File: config.mk
export PLATFORM = sky130hd
export DESIGN_NAME = half_adder_flat
export DESIGN_NICKNAME = d
export VERILOG_FILES = /design/src/rtl/half_adder_if.sv /design/src/rtl/half_adder.sv /design/src/flat_wrapper.sv
export SDC_FILE = /design/constraint.sdc
export NUM_CORES = 1
export LEC_CHECK = 0
export ABC_AREA = 1
export BUFFER_PORTS_ARGS = -buffer_cell sky130_fd_sc_hd__buf_4
export CORE_AREA = 5 5 42 44
export CTS_CLUSTER_DIAMETER = 100
export DETAILED_ROUTE_END_ITERATION = 6
export DIE_AREA = 0 0 47 49
export PLACE_DENSITY = 0.52
export SYNTH_ARGS = -nofsm -noshare
export SYNTH_HDL_FRONTEND = slang
export SYNTH_SLANG_ARGS = --single-unit
File: constraint.sdc
create_clock -name clk -period 1.1 [get_ports clk]
set_input_delay 0.11 -clock clk [delete_from_list [all_inputs] [get_ports clk]]
set_output_delay 0.11 -clock clk [all_outputs]
set_load 0.005 [all_outputs]
File: src/rtl/half_adder_if.sv
// Valid/ready operand and result channels of the half-adder bank.
// master drives operands and accepts results; slave is the adder side.
interface half_adder_if #(
  parameter int WIDTH = 1,
  parameter int CW    = $clog2(WIDTH + 1)
);
  logic             in_valid;
  logic             in_ready;
  logic [WIDTH-1:0] a;
  logic [WIDTH-1:0] b;
  logic             out_valid;
  logic             out_ready;
  logic [WIDTH-1:0] sum;
  logic [WIDTH-1:0] cout;
  logic [CW-1:0]    carry_count;

  modport master (
    output in_valid, a, b, out_ready,
    input  in_ready, out_valid, sum, cout, carry_count
  );

  modport slave (
    input  in_valid, a, b, out_ready,
    output in_ready, out_valid, sum, cout, carry_count
  );
endinterface

File: src/rtl/half_adder.sv
// Bank of WIDTH independent half adders behind a registered output stage
// with a one-entry skid buffer, so in_ready never depends on out_ready.
module half_adder #(
  parameter int WIDTH = 1
) (
  input  logic        clk,
  input  logic        rst_n,
  half_adder_if.slave bus
);
  localparam int CW = $clog2(WIDTH + 1);

  function automatic logic [CW-1:0] popcount(input logic [WIDTH-1:0] v);
    logic [CW-1:0] cnt;
    cnt = {CW{1'b0}};
    for (int i = 0; i < WIDTH; i++) begin
      cnt = cnt + CW'(v[i]);
    end
    return cnt;
  endfunction

  logic [WIDTH-1:0] sum_s;
  logic [WIDTH-1:0] cout_s;
  logic [CW-1:0]    cnt_s;
  logic             accept_s;
  logic             drain_s;

  logic [WIDTH-1:0] main_sum_q,   main_sum_d;
  logic [WIDTH-1:0] main_cout_q,  main_cout_d;
  logic [CW-1:0]    main_cnt_q,   main_cnt_d;
  logic             main_valid_q, main_valid_d;
  logic [WIDTH-1:0] skid_sum_q,   skid_sum_d;
  logic [WIDTH-1:0] skid_cout_q,  skid_cout_d;
  logic [CW-1:0]    skid_cnt_q,   skid_cnt_d;
  logic             skid_valid_q, skid_valid_d;
  logic             in_ready_q,   in_ready_d;

  assign sum_s    = bus.a ^ bus.b;
  assign cout_s   = bus.a & bus.b;
  assign cnt_s    = popcount(cout_s);
  assign accept_s = bus.in_valid & in_ready_q;
  assign drain_s  = main_valid_q & bus.out_ready;

  // Next-state of the main/skid pair; accept is impossible while skid is full.
  always_comb begin
    main_sum_d   = main_sum_q;
    main_cout_d  = main_cout_q;
    main_cnt_d   = main_cnt_q;
    main_valid_d = main_valid_q;
    skid_sum_d   = skid_sum_q;
    skid_cout_d  = skid_cout_q;
    skid_cnt_d   = skid_cnt_q;
    skid_valid_d = skid_valid_q;
    if (skid_valid_q) begin
      if (drain_s) begin
        main_sum_d   = skid_sum_q;
        main_cout_d  = skid_cout_q;
        main_cnt_d   = skid_cnt_q;
        main_valid_d = 1'b1;
        skid_valid_d = 1'b0;
      end else begin
        main_valid_d = main_valid_q;
      end
    end else if (accept_s) begin
      if (!main_valid_q || drain_s) begin
        main_sum_d   = sum_s;
        main_cout_d  = cout_s;
        main_cnt_d   = cnt_s;
        main_valid_d = 1'b1;
      end else begin
        skid_sum_d   = sum_s;
        skid_cout_d  = cout_s;
        skid_cnt_d   = cnt_s;
        skid_valid_d = 1'b1;
      end
    end else if (drain_s) begin
      main_valid_d = 1'b0;
    end else begin
      main_valid_d = main_valid_q;
    end
    in_ready_d = ~skid_valid_d;
  end

  // Output and skid registers; data is kept when a register empties.
  always_ff @(posedge clk or negedge rst_n) begin
    if (!rst_n) begin
      main_sum_q   <= {WIDTH{1'b0}};
      main_cout_q  <= {WIDTH{1'b0}};
      main_cnt_q   <= {CW{1'b0}};
      main_valid_q <= 1'b0;
      skid_sum_q   <= {WIDTH{1'b0}};
      skid_cout_q  <= {WIDTH{1'b0}};
      skid_cnt_q   <= {CW{1'b0}};
      skid_valid_q <= 1'b0;
      in_ready_q   <= 1'b1;
    end else begin
      main_sum_q   <= main_sum_d;
      main_cout_q  <= main_cout_d;
      main_cnt_q   <= main_cnt_d;
      main_valid_q <= main_valid_d;
      skid_sum_q   <= skid_sum_d;
      skid_cout_q  <= skid_cout_d;
      skid_cnt_q   <= skid_cnt_d;
      skid_valid_q <= skid_valid_d;
      in_ready_q   <= in_ready_d;
    end
  end

  assign bus.sum         = main_sum_q;
  assign bus.cout        = main_cout_q;
  assign bus.carry_count = main_cnt_q;
  assign bus.out_valid   = main_valid_q;
  assign bus.in_ready    = in_ready_q;
endmodule

File: src/flat_wrapper.sv
// flat-port wrapper written by rule: the top's interface ports become plain ports
module half_adder_flat 
#(
  parameter int WIDTH = 1
)
  (clk, rst_n, bus_in_valid, bus_a, bus_b, bus_out_ready, bus_in_ready, bus_out_valid, bus_sum, bus_cout, bus_carry_count);
  half_adder_if #(.WIDTH(WIDTH)) bus_i ();
  input  logic clk;
  input  logic rst_n;
  input wire logic [$bits(bus_i.in_valid)-1:0] bus_in_valid;
  input wire logic [$bits(bus_i.a)-1:0] bus_a;
  input wire logic [$bits(bus_i.b)-1:0] bus_b;
  input wire logic [$bits(bus_i.out_ready)-1:0] bus_out_ready;
  output wire logic [$bits(bus_i.in_ready)-1:0] bus_in_ready;
  output wire logic [$bits(bus_i.out_valid)-1:0] bus_out_valid;
  output wire logic [$bits(bus_i.sum)-1:0] bus_sum;
  output wire logic [$bits(bus_i.cout)-1:0] bus_cout;
  output wire logic [$bits(bus_i.carry_count)-1:0] bus_carry_count;
  assign bus_i.in_valid = bus_in_valid;
  assign bus_i.a = bus_a;
  assign bus_i.b = bus_b;
  assign bus_i.out_ready = bus_out_ready;
  assign bus_in_ready = bus_i.in_ready;
  assign bus_out_valid = bus_i.out_valid;
  assign bus_sum = bus_i.sum;
  assign bus_cout = bus_i.cout;
  assign bus_carry_count = bus_i.carry_count;
  half_adder #(.WIDTH(WIDTH)) u_core (.clk(clk), .rst_n(rst_n), .bus(bus_i));
endmodule
==> flow_summary.toml <==
[status]
outcome = "completed"

[grt]
grt-ovfl-total = 0
antenna_found_initial = 0
grt_usage_pct = 7.376
grt_pass1_vias = 300
grt_max_degree = 8
grt_pass1_wl_um = 1214

[placed_design]
hpwl_um = 579.3
dp.cells = 68
gp_congestion = 0.7046
io_buffers = 10
placed_area_um2 = 450.4

[final_layout]
final_area_um2 = 486.7
diodes = 0
ff_latch_area_um2 = 176.4
final_core_util_pct = 34.73
final_cells = 73
drive_gt1_share_pct = 36.84
nFillCells = 164
area_growth_pct = 34.14
multi_input_area_um2 = 167.7
nets = 65

[clock_tree]
cts_buffers = 3
cts_tree = "done"
cts_setup_buffers = 0
clock_sinks = 7
cts.htree.levels = 1
clkTransAtPathRegs_ns = 0.05
clockRootBuffer = "clkbuf_4"
cts_resized = 0
cts_buffer_depth = 2
ctsHoldBuffers = 1
clk-insertion-delay-late_ns = 0.24

[setup_path]
cp-start-kind = "flop"
crit_path_cell_trace = "buf_4"
critical_path.top_delay_family = "flip-flops"
critPathCaptureType = "output pin"
worstPathRequired_ns = 0.99
cp.depth = 1
arrival_ns = 0.93
crit_fanout = 3
path_class = "flop to output pin"
crit_path_max_incr_delay_ns = 0.57
ff2ff_path_depth = 5
worst-path-buf-inv = 1
crit_slowest_cell = "dfstp_2"

[floorplanning]
initial_core_util_pct = 25.89
die_x_um = 47
die_h_um = 49
io_pins = 11
rows = 14
core-area_um2 = 1401
die_area_um2 = 2303

[power]
power.density_nw_per_um2 = 2330
leakagePower_nw = 0.2601
vdd_ir_drop_max_uv = 900.5
power.total_mw = 1.134

[yosys]
ys_seq_elements = 7
synth_seq_area_share_pct = 48.62
ys_warn_count = 0
synth.distinct_cells = 14
synthFlopType = "dfrtp_1"
synth_area_um2 = 362.8
netlist_top_cells_area = "dfrtp_1 41%, nand2_1 21%, dfstp_2 7.2%"
synth_top_area_share_pct = 41.38
synth_most_common_cell = "nand2_1"
synth_edf_count = 0
ys_top_cells_by_count = "20 x nand2_1, 6 x dfrtp_1, 3 x nand3_1"
synth_nets = 50
syn_inst = 43
syn_avg_cell_area_um2 = 8.438
synth-async-reset-ratio_pct = 100.0
yosys.area.top_type = "dfrtp_1"

[detailed_routing]
postRouteAntennaNets = 0
wirelength_um = 707
first_pass_iters = 3
wl_per_cell_um = 9.685
drc = 0
vias_per_cell = 4.123
drt_iter0_markers = 8
vias = 301

[timing]
maxSlewViolCount = 0
max_freq_ghz = 0.9630
setup_viol = 0
fin_crit_ns = 1.038
finalSetupTns_ns = 0
rsz0062_at_grt = "no"
period_share_pct = 94.40
relSlewSlack_pct = 88.22
fin_skew_ns = 0.002133
tightest_slew_ns = 0.1766
hold_viol = 0

[job]
max-cap-violations = 0

[hold_path]
whs_path_depth = 4
min_path_type = "input port to flop"
[worst paths after layout]
kind / from / endpoint / slack, ns
max: u_core.bus.in_ready / bus_in_ready / 0.06
min: bus_out_ready / u_core.skid_valid_q / 0.20
max reg2reg: u_core.bus.in_ready / u_core.bus.sum / 0.08
min reg2reg: u_core.skid_sum_q / u_core.skid_sum_q / 0.48
max in group asynchronous: rst_n / u_core.bus.in_ready / 0.68
min in group asynchronous: rst_n / u_core.bus.carry_count / 0.21
[sequential cells by signal (all words and copies together), names as in the netlist]
signal,count
u_core.bus.out_valid,1
u_core.bus.carry_count,1
u_core.bus.in_ready,1
u_core.skid_valid_q,1
u_core.bus.sum,1
u_core.skid_sum_q,1
u_core.skid_cout_q,1
[area by class of cell]
cell class,instances,share of cell area (%)
repair buffers,11,17.48
multi-input cells,32,34.45
clock buffers,4,5.398
well taps,16,4.113
inverters,3,2.314
flip-flops and latches,7,36.25
[logic make-up (layout without fill, tap and decap cells)]
group           count (synthesis)  after routing  synth area share, %
fa+ha+maj                       1              1                3.448
flops                           7              7                48.62
simple gates                   28             28                37.59
compound gates                  3              3                5.173
buf+inv                         4             18                5.173
[placed cells by master (no fill, tap or decap)]
master	netlist	layout
dfstp_2	1	1
buf_4	1	10
nand2_1	20	20
inv_1	2	2
clkbuf_1	0	1
nand3_1	3	3
nor2_2	1	1
clkbuf_4	0	3
nand3_2	1	1
ha_1	1	1
nand2_2	2	2
o21ai_1	2	2
nand3_4	1	1
dlygate4sd3_1	0	1
o21ai_2	1	1
inv_2	1	1
dfrtp_1	6	6
[per-layer routing]
layer | track usage (%) | up-vias | wire length [um]
li1 | - | 164 | -
met1 | 10.79 | 130 | 354
met2 | 9.276 | 5 | 314
met3 | 1.107 | 2 | 32
met4 | 5.530 | 0 | 5
met5 | 0 | - | 0
[through the flow]
stage	hold slack, ns	setup slack (ns)
finish	0.1959	0.06158
global route	0.2127	0.01126
CTS	0.1952	0.04836
detailed placement	-0.07454	0.08106
global placement	-0.07192	0.08749
floorplan	-0.1856	0.1453
[report_power, final]
| part | internal (mW) | switching (mW) |
|---|---|---|
| combinational | 0.205 | 0.241 |
| clock | 0.138 | 0.0838 |
| sequential | 0.372 | 0.0933 |
| total | 0.716 | 0.418 |
Power figures use the tool's default switching activity.
